`config.mk`:
```
export PLATFORM = sky130hd
export DESIGN_NAME = qmax_finder
export DESIGN_NICKNAME = d
export VERILOG_FILES = /design/src/rtl/qlearn_pkg.sv /design/src/rtl/qmax_cmp.sv /design/src/rtl/qmax_finder.sv
export SDC_FILE = /design/constraint.sdc
export NUM_CORES = 1
export LEC_CHECK = 0
export ABC_AREA = 1
export CAP_MARGIN = 20
export CORE_ASPECT_RATIO = 1.75
export CORE_MARGIN = 4
export CORE_UTILIZATION = 47
export CTS_CLUSTER_DIAMETER = 100
export DETAILED_ROUTE_END_ITERATION = 7
export GPL_TIMING_DRIVEN = 0
export PLACE_DENSITY = 0.74
export SYNTH_ARGS = -nofsm -noshare
export SYNTH_HDL_FRONTEND = slang
export SYNTH_SLANG_ARGS = --single-unit
export TNS_END_PERCENT = 5
```
`constraint.sdc`:
```
create_clock -name clk -period 1.8 [get_ports clk]
set_input_delay 0.45 -clock clk [delete_from_list [all_inputs] [get_ports clk]]
set_output_delay 0.45 -clock clk [all_outputs]
set_load 0.005 [all_outputs]
```
`src/rtl/qlearn_pkg.sv`:
```
// Shared Q-learning definitions: Q8.8 value type, constants and the
// state encoding of the max-Q scanner. Also used by the updater and the Q-table.
package qlearn_pkg;

  localparam int Q_WIDTH = 16;
  localparam int Q_FRAC  = 8;

  typedef logic signed [Q_WIDTH-1:0] q_t;

  // Most-negative Q8.8 value; seeds every running-max search.
  localparam q_t Q_MIN = 16'sh8000;

  typedef enum logic [1:0] {
    S_IDLE  = 2'd0,
    S_ISSUE = 2'd1,
    S_DRAIN = 2'd2,
    S_DONE  = 2'd3
  } qmax_state_t;

endpackage

```
`src/rtl/qmax_cmp.sv`:
```
// Registered running-maximum element.
// Keeps the best (value, index) pair seen since the last clear. Only a strictly
// greater value replaces the best one, so ties keep the earliest (lowest) index.
// The first valid entry after a clear always wins, even if it equals the seed.
// o_next_* expose the value the registers take at the coming edge, so a
// consumer can capture the final result in the same cycle as the last sample.
module qmax_cmp #(
  parameter int VAL_WIDTH = 16,
  parameter int IDX_WIDTH = 2
) (
  input  logic                        clk,
  input  logic                        rst_n,
  input  logic                        i_clear,
  input  logic                        i_valid,
  input  logic signed [VAL_WIDTH-1:0] i_value,
  input  logic        [IDX_WIDTH-1:0] i_index,
  output logic signed [VAL_WIDTH-1:0] o_best_q,
  output logic        [IDX_WIDTH-1:0] o_best_idx,
  output logic signed [VAL_WIDTH-1:0] o_next_q,
  output logic        [IDX_WIDTH-1:0] o_next_idx
);

  // Most-negative value of the configured width.
  localparam logic signed [VAL_WIDTH-1:0] SEED = {1'b1, {(VAL_WIDTH-1){1'b0}}};

  logic signed [VAL_WIDTH-1:0] r_best_q;
  logic        [IDX_WIDTH-1:0] r_best_idx;
  logic                        r_empty;
  logic                        w_take;

  // Decide whether the incoming sample replaces the current best.
  always_comb begin
    w_take     = i_valid && (r_empty || (i_value > r_best_q));
    o_next_q   = w_take ? i_value : r_best_q;
    o_next_idx = w_take ? i_index : r_best_idx;
  end

  // Hold the running best; clear reseeds it for a new row.
  always_ff @(posedge clk) begin
    if (!rst_n) begin
      r_best_q   <= SEED;
      r_best_idx <= '0;
      r_empty    <= 1'b1;
    end else if (i_clear) begin
      r_best_q   <= SEED;
      r_best_idx <= '0;
      r_empty    <= 1'b1;
    end else if (w_take) begin
      r_best_q   <= i_value;
      r_best_idx <= i_index;
      r_empty    <= 1'b0;
    end
  end

  assign o_best_q   = r_best_q;
  assign o_best_idx = r_best_idx;

endmodule

```
`src/rtl/qmax_finder.sv`:
```
// qmax_finder: scans one state's row of the Q-table and returns max_a Q(s',a)
// together with the argmax action.
// Timeline for a start accepted at edge T: addresses {s', 0..N-1} are issued in
// cycles T+1..T+N, the last read data is consumed in T+N+1, and done pulses in
// T+N+2 with the result. Q values are signed Q8.8.
// Optional build macro QMAX_TERMINAL_EN adds a 'terminal' input: a terminal
// next state skips the scan and reports max_q = 0, max_action = 0 at T+1.
module qmax_finder
  import qlearn_pkg::*;
#(
  parameter int Q_WIDTH      = 16,
  parameter int N_ACTIONS    = 4,
  parameter int STATE_WIDTH  = 4,
  parameter int ACTION_WIDTH = 2
) (
  input  logic                                clk,
  input  logic                                rst_n,
  input  logic                                start,
  input  logic [STATE_WIDTH-1:0]              next_state,
`ifdef QMAX_TERMINAL_EN
  input  logic                                terminal,
`endif
  output logic                                busy,
  output logic                                rd_en,
  output logic [STATE_WIDTH+ACTION_WIDTH-1:0] rd_addr,
  input  logic [Q_WIDTH-1:0]                  rd_data,
  output logic [Q_WIDTH-1:0]                  max_q,
  output logic [ACTION_WIDTH-1:0]             max_action,
  output logic                                done
);

  localparam logic [ACTION_WIDTH-1:0] LAST_ACTION = ACTION_WIDTH'(N_ACTIONS - 1);

  qmax_state_t                 r_state;
  logic [STATE_WIDTH-1:0]      r_state_lat;
  logic [ACTION_WIDTH-1:0]     r_cnt;
  logic                        r_busy;
  logic                        r_rd_en;
  logic [STATE_WIDTH+ACTION_WIDTH-1:0] r_rd_addr;
  logic                        r_vld_d;
  logic [ACTION_WIDTH-1:0]     r_idx_d;
  logic [Q_WIDTH-1:0]          r_max_q;
  logic [ACTION_WIDTH-1:0]     r_max_action;
  logic                        r_done;

  logic                        w_term;
  logic                        w_accept;
  logic                        w_clear;
  logic signed [Q_WIDTH-1:0]   w_rd_value;
  logic signed [Q_WIDTH-1:0]   w_best_q;
  logic [ACTION_WIDTH-1:0]     w_best_idx;
  logic signed [Q_WIDTH-1:0]   w_next_q;
  logic [ACTION_WIDTH-1:0]     w_next_idx;

`ifdef QMAX_TERMINAL_EN
  assign w_term = terminal;
`else
  assign w_term = 1'b0;
`endif

  // A request is only honoured from IDLE; anything else is dropped.
  assign w_accept   = (r_state == S_IDLE) && start;
  assign w_clear    = w_accept && !w_term;
  assign w_rd_value = $signed(rd_data);

  qmax_cmp #(
    .VAL_WIDTH (Q_WIDTH),
    .IDX_WIDTH (ACTION_WIDTH)
  ) u_cmp (
    .clk        (clk),
    .rst_n      (rst_n),
    .i_clear    (w_clear),
    .i_valid    (r_vld_d),
    .i_value    (w_rd_value),
    .i_index    (r_idx_d),
    .o_best_q   (w_best_q),
    .o_best_idx (w_best_idx),
    .o_next_q   (w_next_q),
    .o_next_idx (w_next_idx)
  );

  // Scan sequencer: issues one read per action, then publishes the result.
  always_ff @(posedge clk) begin
    if (!rst_n) begin
      r_state      <= S_IDLE;
      r_state_lat  <= '0;
      r_cnt        <= '0;
      r_busy       <= 1'b0;
      r_rd_en      <= 1'b0;
      r_rd_addr    <= '0;
      r_vld_d      <= 1'b0;
      r_idx_d      <= '0;
      r_max_q      <= '0;
      r_max_action <= '0;
      r_done       <= 1'b0;
    end else begin
      // Read data returns one cycle after the strobe; tag it with its action.
      r_vld_d <= r_rd_en;
      r_idx_d <= r_cnt;
      r_done  <= 1'b0;
      case (r_state)
        S_IDLE: begin
          if (start) begin
            r_state_lat <= next_state;
            r_cnt       <= '0;
            if (w_term) begin
              // Terminal next state: no future value, report zero at once.
              r_state      <= S_DONE;
              r_done       <= 1'b1;
              r_max_q      <= '0;
              r_max_action <= '0;
            end else begin
              r_state   <= S_ISSUE;
              r_busy    <= 1'b1;
              r_rd_en   <= 1'b1;
              r_rd_addr <= {next_state, {ACTION_WIDTH{1'b0}}};
            end
          end
        end
        S_ISSUE: begin
          if (r_cnt == LAST_ACTION) begin
            r_rd_en <= 1'b0;
            r_state <= S_DRAIN;
          end else begin
            r_cnt     <= r_cnt + 1'b1;
            r_rd_addr <= {r_state_lat, r_cnt + 1'b1};
          end
        end
        S_DRAIN: begin
          // The last sample is compared this cycle; take the post-compare best.
          r_state      <= S_DONE;
          r_busy       <= 1'b0;
          r_done       <= 1'b1;
          r_max_q      <= w_next_q;
          r_max_action <= w_next_idx;
        end
        S_DONE: begin
          r_state <= S_IDLE;
        end
        default: begin
          r_state <= S_IDLE;
        end
      endcase
    end
  end

  assign busy       = r_busy;
  assign rd_en      = r_rd_en;
  assign rd_addr    = r_rd_addr;
  assign max_q      = r_max_q;
  assign max_action = r_max_action;
  assign done       = r_done;

endmodule
```
======== Yosys cells after proc, flatten, opt, wreduce, memory -nomap -nowiden ========
Cells that the tools add are included.
storage, ports and cells
  bits of input ports ..................... 23
  output and inout bits ................... 27
  flip-flop bits (word level) ............. 57
  word-level logic and storage cells ...... 52
cells by class
  add/subtract/negate cells ............... 1
  equal/unequal tests ..................... 7
  bitwise operators ....................... 1
  order comparisons ....................... 1
  reduce and logical (&&, ||, !) cells .... 12
  muxes and demuxes ....................... 16
operators with widths
  cell                                                             number
  16-bit > comparator                                              1
  16-bit 2-to-1 mux                                                1
  6-bit 2-to-1 mux                                                 2
  6-bit case mux with 2 select lines                               1
  2-bit 2-to-1 mux                                                 5
  2-bit case mux with 4 select lines                               1
  2-bit == test, second input constant                             3
  2-bit inequality test, second input constant                     3
  2-bit AND reduction                                              3
  3-bit AND reduction                                              2
  1-bit case mux with 2 select lines                               2
  2-bit case mux with 2 select lines                               1
  2-bit nonzero test                                               2
  1-bit 2-to-1 mux                                                 3
  2-bit by 1-bit adder with 2-bit output, second input constant    1
  2-bit by 1-bit == test with 1-bit output, second input constant  1
  1-bit logical AND                                                2
  2-bit zero test                                                  1
  2-bit OR reduction                                               1
  1-bit logical OR                                                 1
  1-bit NOT                                                        1

======== Longest topological paths before layout ========
  depth after elaboration ................. 4
  depth in mapped cells ................... 20
  depth with buffers taken out ............ 19

======== Cells and area by module ========
Synthesis repeated with hierarchy kept, for this count alone.
second synthesis, totals
  cell total of the unflattened synthesis .. 409
  area total of the unflattened synthesis .. 2925.3 µm²
modules (own cells, without submodules)
  module       instances  cells an instance  area an instance (µm²)  sequential area each (µm²)
  qmax_cmp     1          219                1482.7                  380.4
  qmax_finder  1          190                1442.6                  720.7

======== Worst setup path before layout ========
OpenSTA, ideal clock, no wires.
  path kind ............................... input to register
  start point ............................. input rd_data[5]
  end point ............................... register r_max_action[0] (netlist: max_action[0])
  setup time .............................. 109 ps
  setup slack ............................. -127 ps
  path buffers ............................ 1
  arrival ................................. 1818 ps
  data required time ...................... 1691 ps
  cell stages on the path ................. 16
  cells stage by stage .................... ha_1 a21oi_1 nor2_1 nor2_1 nand2_1 nand2_1 nand2_1 nand2_1 nand2_2 nand2_4 nand2_4 buf_8 nand2_2 nand3_1 nand2_1 inv_1
on the way
  longest elaborated chain between the ends .. 4
RTL lines
  item                  RTL line            text
  from (decl)           qmax_finder.sv:26   input logic [Q_WIDTH-1:0] rd_data,
  16-bit > comparator   qmax_cmp.sv:33      w_take = i_valid && (r_empty || (i_value > r_best_q));
  1-bit logical OR      qmax_cmp.sv:33
  1-bit logical AND     qmax_cmp.sv:33
  2-bit 2-to-1 mux      qmax_cmp.sv:35      o_next_idx = w_take ? i_index : r_best_idx;
  to (signal assigned)  qmax_finder.sv:135  r_max_action <= w_next_idx;
  to (decl)             qmax_finder.sv:43   logic [ACTION_WIDTH-1:0] r_max_action;
Every way passes these cells.
A chain may end at the register's enable or synchronous reset.

======== Worst setup path after layout ========
  start point ............................. register u_cmp.r_best_q[15] (netlist: u_cmp.o_best_q[15])
  end point ............................... register r_max_q[9] (netlist: max_q[9])
on the way
  longest elaborated chain between the ends .. 4
RTL lines
  item                    RTL line            text
  from (decl)             qmax_cmp.sv:26      logic signed [VAL_WIDTH-1:0] r_best_q;
  from (signal assigned)  qmax_cmp.sv:49      r_best_q <= i_value;
  16-bit > comparator     qmax_cmp.sv:33
  1-bit logical OR        qmax_cmp.sv:33
  1-bit logical AND       qmax_cmp.sv:33
  16-bit 2-to-1 mux       qmax_cmp.sv:34      o_next_q = w_take ? i_value : r_best_q;
  to (signal assigned)    qmax_finder.sv:134  r_max_q <= w_next_q;
  to (decl)               qmax_finder.sv:42   logic [Q_WIDTH-1:0] r_max_q;
Every way passes these cells.

==> results.py <==
metrics = {
    "pwr": {
        "clkPwrFrac_pct": 17.2,
        "seqPwrFrac_pct": 39.0,
        "ir_drop_v": 0.000911,
        "leakage_nw": 1.65,
        "powerDensity_nw_per_um2": 1130,
        "comb_power_share_pct": 43.9,
        "p_int_mw": 2.71,
        "fin_total_pwr_mw": 4.28,
        "power_switching_mw": 1.57,
        "power_switching_share_pct": 36.7,
    },
    "global_route": {
        "grt_pass1_vias": 2646,
        "grt_max_degree": 18,
        "antenna_found_initial": 0,
        "gr-total-overflow": 0,
        "grt_pass1_wl_um": 11500,
        "track_usage_pct": 21.0,
    },
    "yosys": {
        "synth_top_area_share_pct": 41.7,
        "synth_warnings": 0,
        "syn_nets": 408,
        "synth.distinct_cells": 23,
        "synthTopCellsByArea": "dfxtp_1, ha_1, nand2_1",
        "ys_async_sr_fraction_pct": 0,
        "ys_seq_area_share_pct": 41.7,
        "synth_edf_count": 0,
        "synth_area_per_cell_um2": 7.23,
        "ys_dominant_reg_cell": "dfxtp_1",
        "synthCells": 365,
        "yosys.area.top_type": "dfxtp_1",
        "synth_area_um2": 2640,
        "synth_most_common_cell": "nand2_1",
        "ys_ff_latch": 55,
        "ys_top_cells_by_count": "nand2_1, inv_1, dfxtp_1, nor2_1, nand3_1",
    },
    "setup_path": {
        "r2r_end": "max_q[9]",
        "critPathKind": "reg -> reg",
        "end_kind": "flip-flop",
        "r2r-start": "u_cmp.o_best_q[15]",
        "reg2reg_depth": 14,
        "slowest_stage": "dfxtp_2",
        "crit_family": "simple AND/OR/NAND/NOR gates",
        "cpPeakStageDelay_ns": 0.36,
        "critPathLaunch": "u_cmp.o_best_q[15]",
        "worstPathArrival_ns": 2.36,
        "cp-start-kind": "flip-flop",
        "cp_num_buf_inv": 3,
        "worstPathCellList": "inv_2 > ha_4 > nand4_1 > nor2_2 > nand2_2 > a21oi_2 > nand2_2 > nand2_4 > nand2_8 > buf_8 > nand2_4 > nand3_4 > nand2_2 > inv_1",
        "critPathRequiredTime_ns": 2.03,
        "r2r_slack_ns": -0.33,
        "crit_top_cell": "nand2_2",
        "cp_max_fo": 4,
    },
    "timing": {
        "grt_setup_unrepaired": "true",
        "relSlewSlack_pct": 58.9,
        "fin_skew_ns": 0.0120,
        "setup_viol": 36,
        "tightestPinTransition_ns": 0.617,
        "postLayoutSetupSlackWorst_ns": -0.329,
        "max_freq_mhz": 470,
        "whs_ns": 0.442,
        "fin_crit_sh_pct": 118,
        "hold_viol_final": 0,
        "min_period_ns": 2.13,
        "slew_viol_final": 0,
    },
    "run_status": {
        "outcome": "finished, violations left",
        "violations": "setup timing",
    },
    "hold_path": {
        "holdPathEnd": "u_cmp.o_best_q[7]",
        "hold_start": "rd_data[7]",
        "hp-class": "in -> reg",
        "holdPathStages": 3,
    },
    "clock_tree": {
        "cts_buffers": 5,
        "cts_max_path_buffers": 2,
        "clock-sinks": 55,
        "insertion_delay_ns": 0.32,
        "clockRootBuffer": "clkbuf_8",
        "cts_hold_buf": 0,
        "tritoncts": "yes",
        "ctsHtreeMaxLevel": 2,
        "clk_pin_slew_worst_paths_ns": 0.10,
    },
    "routing": {
        "viasPerCell": 5.04,
        "num_vias": 2561,
        "first_iter_violations": 81,
        "post_drt_wl_per_cell_um": 13.9,
        "drc_errors": 0,
        "first_pass_iters": 4,
        "routed_wl_um": 7060,
        "drt.antenna.violating_nets": 0,
    },
    "placed_design": {
        "hpwl_um": 4950,
        "dp_slack_ns": -0.930,
        "dp_cells": 488,
        "io_buffers": 49,
        "place_congestion": 0.821,
    },
    "die": {
        "dieArea_um2": 6920,
        "start_util_pct": 49.4,
        "coreArea_um2": 5340,
        "die_x_um": 64.6,
        "rows": 35,
        "ios": 50,
        "die_y_um": 107,
    },
    "finish": {
        "syn_to_final_growth_pct": 43.1,
        "fillers": 453,
        "antenna_cells": 0,
        "nNetsFinal": 476,
        "drive_gt1_share_pct": 25.8,
        "stdcell_count": 508,
        "postLayoutCoreUtil_pct": 70.6,
    },
    "flow_run": {
        "cap_violations": 0,
    },
}
[through the flow]
step,cell area [um^2],setup TNS (ns)
after floorplan,2740,-1.56
after global placement,3320,-29.27
after detailed placement,3320,-29.81
after CTS,3700,-5.71
after global routing,3770,-11.68
final,3770,-8.25
[cells by family after synthesis]
family / share of synthesized area, %
DFF: 41.7
buffers and inverters: 11.0
adders and majority gates: 9.49
AOI/OAI and AO/OA: 9.82
and+or+nand+nor: 28.0
[tightest hold or removal path, stage by stage]
cell	delay, ns
clkbuf_2	0.12
nand3_2	0.09
a21oi_1	0.06
[routing by layer]
metal	GRT usage (%)	routed length, um	up-vias	part of all wire (%)
met5	0	0	-	0
met4	9.68	287	0	4.1
met3	4.40	303	21	4.3
met2	41.2	3880	76	55
met1	20.1	2590	1176	37
li1	-	-	1288	-
[worst max-delay path by stage]
stage | to | cells after the start
global placement | max_q[0] | 16
floorplan | max_action[0] | 15
detailed placement | max_q[0] | 16
global route | max_q[9] | 18
finish | max_q[9] | 14
CTS | max_q[9] | 16
[flip-flops by register name, indices dropped and copies added (netlist names)]
name / cells
r_state: 2
done: 1
busy: 1
u_cmp.o_best_q: 16
r_idx_d: 2
max_q: 16
max_action: 2
r_state_lat: 4
u_cmp.r_empty: 1
rd_en: 1
r_vld_d: 1
r_cnt: 1
u_cmp.o_best_idx: 2
rd_addr: 5
[power by group through the flow]
stage	Sequential, mW	Combinational (mW)	Clock, mW
floorplan	1.68	0.929	0
global placement	1.67	1.63	0
detailed placement	1.68	1.66	0
CTS	1.67	1.82	0.752
global route	1.70	2.08	0.787
finish	1.67	1.87	0.734
[cell type report]
type                            count  area [um^2]  share of cell area, %
Timing Repair Buffer               61          602                   15.9
Clock inverter                      2         13.8                  0.365
Multi-Input combinational cell    238         1560                   41.4
Sequential cell                    55         1120                   29.6
Buffer                             13         80.1                   2.12
Inverter                           59          223                   5.90
Clock buffer                        6         82.6                   2.19
Tap cell                           74         92.6                   2.45
[placed cells by master (no fill, tap or decap), types with 2 or more instances in the layout]
| cell | n |
|---|---|
| buf_2 | 2 |
| nand4_1 | 2 |
| dfxtp_2 | 13 |
| a211oi_1 | 3 |
| clkdlybuf4s15_1 | 5 |
| buf_4 | 9 |
| a31oi_1 | 4 |
| nor2_2 | 6 |
| clkbuf_2 | 3 |
| dlygate4sd2_1 | 6 |
| buf_6 | 3 |
| clkbuf_8 | 6 |
| clkbuf_1 | 7 |
| clkinv_2 | 2 |
| inv_2 | 9 |
| a21oi_2 | 2 |
| nand2_1 | 51 |
| ha_4 | 12 |
| nor2_1 | 48 |
| nand2_2 | 14 |
| ha_1 | 7 |
| dfxtp_1 | 42 |
| nand2_4 | 8 |
| inv_1 | 49 |
| o21ai_0 | 13 |
| clkdlybuf4s50_1 | 33 |
| clkdlybuf4s15_2 | 3 |
| a21oi_1 | 25 |
| nand3_1 | 25 |
| nand3_2 | 13 |
[timing repair]
action	4_1_cts	5_1_grt
hold endpoints to repair	0	0
gates cloned	1	0
buffers inserted	6	5
setup endpoints to repair	42	40
pin swaps	29	25
resized for setup	84	21
Note: power is estimated with default switching activity, not from simulation.
